File: config.mk
export PLATFORM = sky130hd
export DESIGN_NAME = mitchell_log_mult_pipe
export DESIGN_NICKNAME = d
export VERILOG_FILES = /design/src/rtl/log_mult_pkg.sv /design/src/rtl/hierarchical_lod_16bit.sv /design/src/rtl/mitchell_antilog.sv /design/src/rtl/mitchell_log_mult_pipe.sv
export SDC_FILE = /design/constraint.sdc
export NUM_CORES = 1
export LEC_CHECK = 0
export ABC_AREA = 1
export CAP_MARGIN = 20
export CELL_PAD_IN_SITES_DETAIL_PLACEMENT = 1
export CELL_PAD_IN_SITES_GLOBAL_PLACEMENT = 1
export CORE_MARGIN = 2
export CORE_UTILIZATION = 29
export DETAILED_ROUTE_END_ITERATION = 7
export PLACE_DENSITY_LB_ADDON = 0.1
export RECOVER_POWER = 100
export SETUP_SLACK_MARGIN = 0.02
export SKIP_LAST_GASP = 1
export SYNTH_ARGS = -nofsm -noshare
export SYNTH_HDL_FRONTEND = slang
export SYNTH_SLANG_ARGS = --single-unit
File: constraint.sdc
create_clock -name clk -period 7.5 [get_ports clk]
set_input_delay 1.875 -clock clk [delete_from_list [all_inputs] [get_ports clk]]
set_output_delay 1.875 -clock clk [all_outputs]
set_load 0.02 [all_outputs]
File: src/rtl/log_mult_pkg.sv
// Shared widths, stage payload structs and the operand normaliser
// for the pipelined Mitchell log multiplier.
package log_mult_pkg;
  localparam int OP_W      = 16;
  localparam int K_W       = 4;
  localparam int FRAC_W    = 15;
  localparam int EXP_W     = 5;
  localparam int PROD_W    = 32;
  // The payload carries the widest supported tag; the top uses the low TAG_W bits.
  localparam int TAG_MAX_W = 16;

  typedef struct packed {
    logic [K_W-1:0]       k_a;
    logic [K_W-1:0]       k_b;
    logic [FRAC_W-1:0]    x_a;
    logic [FRAC_W-1:0]    x_b;
    logic                 zero;
    logic [TAG_MAX_W-1:0] tag;
  } s1_t;

  typedef struct packed {
    logic [EXP_W-1:0]     e;
    logic [FRAC_W-1:0]    f;
    logic                 zero;
    logic [TAG_MAX_W-1:0] tag;
  } s2_t;

  // Shift the leading one up to bit OP_W-1 and keep the bits below it.
  function automatic logic [FRAC_W-1:0] frac_of(input logic [OP_W-1:0] v,
                                                input logic [K_W-1:0] k);
    logic [OP_W-1:0] n;
    n = v << (K_W'(OP_W-1) - k);
    return n[FRAC_W-1:0];
  endfunction
endpackage

File: src/rtl/hierarchical_lod_16bit.sv
// 16-bit leading-one detector built from four nibble detectors.
// k is the bit index of the leading one; zero flags an all-zero input.
module hierarchical_lod_16bit (
  input  logic [15:0] data,
  output logic [3:0]  k,
  output logic        zero
);
  logic [3:0]       nz;
  logic [3:0][1:0]  pos;

  for (genvar g = 0; g < 4; g++) begin : g_nib
    logic [3:0] n;
    assign n      = data[4*g +: 4];
    assign nz[g]  = |n;
    assign pos[g] = n[3] ? 2'd3 : n[2] ? 2'd2 : n[1] ? 2'd1 : 2'd0;
  end

  // Highest non-empty nibble wins; later iterations overwrite earlier ones.
  always_comb begin
    k    = '0;
    zero = 1'b1;
    for (int i = 0; i < 4; i++) begin
      if (nz[i]) begin
        k    = {2'(i), pos[i]};
        zero = 1'b0;
      end
    end
  end
endmodule

File: src/rtl/mitchell_antilog.sv
// Antilog: rebuilds 1.f as a 1.15 mantissa and scales it by 2^e,
// dropping the 15 fraction bits (truncation, never rounds up).
module mitchell_antilog
  import log_mult_pkg::*;
(
  input  logic [EXP_W-1:0]  e,
  input  logic [FRAC_W-1:0] f,
  input  logic              zero,
  output logic [PROD_W-1:0] p
);
  logic [PROD_W+FRAC_W-1:0] w;

  assign w = {{(PROD_W-1){1'b0}}, 1'b1, f} << e;
  assign p = zero ? '0 : w[PROD_W+FRAC_W-1:FRAC_W];
endmodule

File: src/rtl/mitchell_log_mult_pipe.sv
// 3-stage Mitchell log multiplier: normalise -> add logs -> antilog.
// One global enable stalls every stage together when the output is blocked.
module mitchell_log_mult_pipe
  import log_mult_pkg::*;
#(
  parameter int TAG_W = 4
) (
  input  logic              clk,
  input  logic              rst_n,
  input  logic              in_valid,
  output logic              in_ready,
  input  logic [OP_W-1:0]   in_a,
  input  logic [OP_W-1:0]   in_b,
  input  logic [TAG_W-1:0]  in_tag,
  output logic              out_valid,
  input  logic              out_ready,
  output logic [PROD_W-1:0] out_product,
  output logic [TAG_W-1:0]  out_tag
);
  localparam int STAGES = 3;

  logic [STAGES:1]   vld_pipe;
  logic              adv;
  logic [K_W-1:0]    k_a, k_b;
  logic              z_a, z_b;
  logic [FRAC_W:0]   fsum;
  logic [PROD_W-1:0] prod_d;
  s1_t               s1_d, s1_q;
  s2_t               s2_d, s2_q;

  assign out_valid = vld_pipe[STAGES];
  assign adv       = ~out_valid | out_ready;
  assign in_ready  = adv & rst_n;

  hierarchical_lod_16bit u_lod_a (.data(in_a), .k(k_a), .zero(z_a));
  hierarchical_lod_16bit u_lod_b (.data(in_b), .k(k_b), .zero(z_b));

  always_comb begin
    s1_d                = '0;
    s1_d.k_a            = k_a;
    s1_d.k_b            = k_b;
    s1_d.x_a            = frac_of(in_a, k_a);
    s1_d.x_b            = frac_of(in_b, k_b);
    s1_d.zero           = z_a | z_b;
    s1_d.tag[TAG_W-1:0] = in_tag;
  end

  // A carry out of the fraction sum bumps the exponent by one.
  assign fsum = {1'b0, s1_q.x_a} + {1'b0, s1_q.x_b};

  always_comb begin
    s2_d      = '0;
    s2_d.e    = EXP_W'(s1_q.k_a) + EXP_W'(s1_q.k_b) + EXP_W'(fsum[FRAC_W]);
    s2_d.f    = fsum[FRAC_W-1:0];
    s2_d.zero = s1_q.zero;
    s2_d.tag  = s1_q.tag;
  end

  mitchell_antilog u_antilog (.e(s2_q.e), .f(s2_q.f), .zero(s2_q.zero), .p(prod_d));

  always_ff @(posedge clk) begin
    if (!rst_n) begin
      vld_pipe    <= '0;
      s1_q        <= '0;
      s2_q        <= '0;
      out_product <= '0;
      out_tag     <= '0;
    end else if (adv) begin
      vld_pipe    <= {vld_pipe[STAGES-1:1], in_valid};
      s1_q        <= s1_d;
      s2_q        <= s2_d;
      out_product <= prod_d;
      out_tag     <= s2_q.tag[TAG_W-1:0];
    end
  end
endmodule

==> results.ini <==
[synth]
synth_ff_type = dfxtp_1
yosysSeqAreaShare = 0.302
synth_fp_nets = 1152
synthSimpleGateAreaFrac = 0.359
yosysMostFrequentCell = nand2_1
synth_area_leader_cell = dfxtp_1
syn_avg_cell_area_um2 = 6.50
synth_area_leaders = dfxtp_1 30%, nand2_1 14%, nand3_1 12%
synth_common_cells = 256 x nand2_1, 176 x nand3_1, 107 x dfxtp_1
synth_top_area_frac = 0.302
ys_async_sr_fraction = 0
synthCells = 1091
synthMuxAreaShare = 0.00282
synth_area_um2 = 7090
synth_seq_cells = 107
synth_edf_count = 0
synthAdderAreaFrac = 0.0402
synthXorXnorAreaFrac = 0.0148
synth_top_family_by_area = simple AND/OR/NAND/NOR gates
synth_cell_types = 48
yosysWarnings = 0
synth_compound_area_frac = 0.170

[power_and_ir_drop]
sw_frac_of_total = 0.354
p_leak_nw = 3.77
comb_power_share = 0.299
power.internal_mw = 1.06
clkPwrFrac = 0.292
irDropWorstVdd_uv = 99.3
p_switching_mw = 0.579
p_seq_frac = 0.409
power.density_nw_per_um2 = 199

[sta]
layout_setup_ws_ps = 1910
finalCritPeriodShare = 0.745
slew_violations = 89
whs_ps = 462
setup_viol = 0
grt_setup_unrepaired = no
hold_viol_final = 0
period_minus_slack_ps = 5590
finalSetupTns_ps = 0
maxClockFrequency_mhz = 179
worst_pin_slew_ps = 3020
slew_headroom = -1.01
skew_ps = 7.36

[critical_path]
critPathCaptureType = register
crit_path_start_kind = input pin
required_ps = 7760
critical-path-max-stage-delay_ps = 2150
crit_chain = dlygate4sd3_1, nor2_1, buf_4, clkbuf_1, o21ai_0, a21oi_1
worstSetupPathType = input pin to register
crit_path_top_delay_cell = clkbuf_1
crit_fanout = 70
critPathArrivalTime_ps = 5850

[route]
vias_per_cell = 4.82
ant_nets = 0
wire_per_inst_um = 15.3
vias = 7054
firstDrtPassIters = 4
post-route-drc-count = 0
drt_iter0_drc = 354
routed_wl_mm = 22.4

[outcome]
violations = max-capacitance violations, max-slew violations
status = complete, but fails checks

[placed_design]
hpwlAfterDp_mm = 17.1
dp_slack_ps = 2230
port_buffers = 77
gp_congestion = 0.796

[clock_tree]
cts_setup_buffers = 0
root_buffer = clkbuf_16
cts_resized = 0
numCtsBuffers = 9
insertion_delay_ps = 360
clock-sinks = 107
htree_num_levels = 3
clockBufferDepth = 2
cts_tree = yes
cts.hold.buffers_added = 0
clk_pin_slew_ps = 70

[cells_and_area]
antenna_cells = 0
layout-drive-gt1-share = 0.0606
final_nets = 1195
area_growth_pct = 15.9

[min_path]
worstHoldPathType = register to register

[global_route]
grt_max_degree = 71
grt_pass1_wl_mm = 36.3
grt_usage = 0.175
grt_overflow = 0
grt_pass1_vias = 6932
antenna_found_initial = 0

[die]
fp-row-count = 57
dieHeight_um = 160
die_width_um = 160
design.core.area_um2 = 24200
start_util = 0.293
ios = 78
fp.dieArea_um2 = 25700

[flow_run]
maxCapViolations = 2

==> cells in the final DEF, fill, tap and decap left out, types with 7 or more instances in the layout <==
cell             count
nand3_1            176
nand2_1            256
xor2_1               7
o21ai_1             20
clkbuf_16            9
dfxtp_1            107
inv_1              103
nor2_2              11
o211ai_1            13
clkdlybuf4s50_1     35
nand2_2              8
nor2_1              84
o21ai_0             79
a22oi_1              9
ha_1                18
a21oi_1             76
inv_2                7
dlygate4sd3_1       41
==> sequential cells by signal, summed over array words and instances, names as in the netlist <==
name	count
out_tag	4
s1_q	43
s2_q	25
vld_pipe	3
out_product	32
==> power by group through the flow <==
stage	logic [mW]	clock network [mW]	registers (mW)
after detailed placement	0.502	0	0.685
after floorplan	0.343	0	0.677
after CTS	0.505	0.495	0.672
after global placement	0.497	0	0.684
final	0.489	0.478	0.670
after global routing	0.559	0.518	0.678
==> critical path, delay by kind of cell <==
family          cells  cell delay, ps
buf+inv             3            3100
compound gates      2             590
simple gates        1             200
==> logic make-up (layout without fill, tap and decap cells) <==
family,Yosys count,count (layout)
adders and majority gates,21,21
xor gates and xnor gates,12,12
buffers and inverters,166,214
muxes,2,2
and+or+nand+nor,566,566
AOI/OAI and AO/OA,217,217
DFF,107,107
==> through the flow <==
stage | instances | util | power, mW | instance area, um2
finish | 1463 | 0.340 | 1.64 | 8220
global route | 1463 | 0.340 | 1.75 | 8220
CTS | 1463 | 0.341 | 1.67 | 8250
detailed placement | 1447 | 0.329 | 1.19 | 7970
global placement | 1447 | 0.329 | 1.18 | 7970
floorplan | 1091 | - | 1.02 | 7090
==> area by class of cell <==
cell class / count / area [um2]
clock buffer: 12 / 236
clock inverter: 4 / 51.3
fill: 3088 / 16000
inverter: 113 / 424
multi-input combinational: 818 / 4140
sequential: 107 / 2140
tap: 324 / 405
timing repair buffer: 85 / 818
==> layer usage <==
layer | global-route usage | wire (um)
met5 | 0 | 0
met4 | 0.0418 | 199
met3 | 0.0165 | 448
met2 | 0.307 | 10900
met1 | 0.234 | 10900
==> path summary, 6_finish.rpt <==
check	to	cells after the start	start	slack (ps)
setup / recovery	s2_q[32]$_SDFFE_PN0N_	6	out_ready	1910
hold / removal	out_product[17]$_SDFFE_PN0N_	2	out_product[17]$_SDFFE_PN0N_	460
setup reg to reg	s2_q[32]$_SDFFE_PN0N_	6	vld_pipe[3]$_SDFFE_PN0N_	3570
hold reg to reg	out_product[17]$_SDFFE_PN0N_	2	out_product[17]$_SDFFE_PN0N_	460
(Power assumes the default switching activity.)
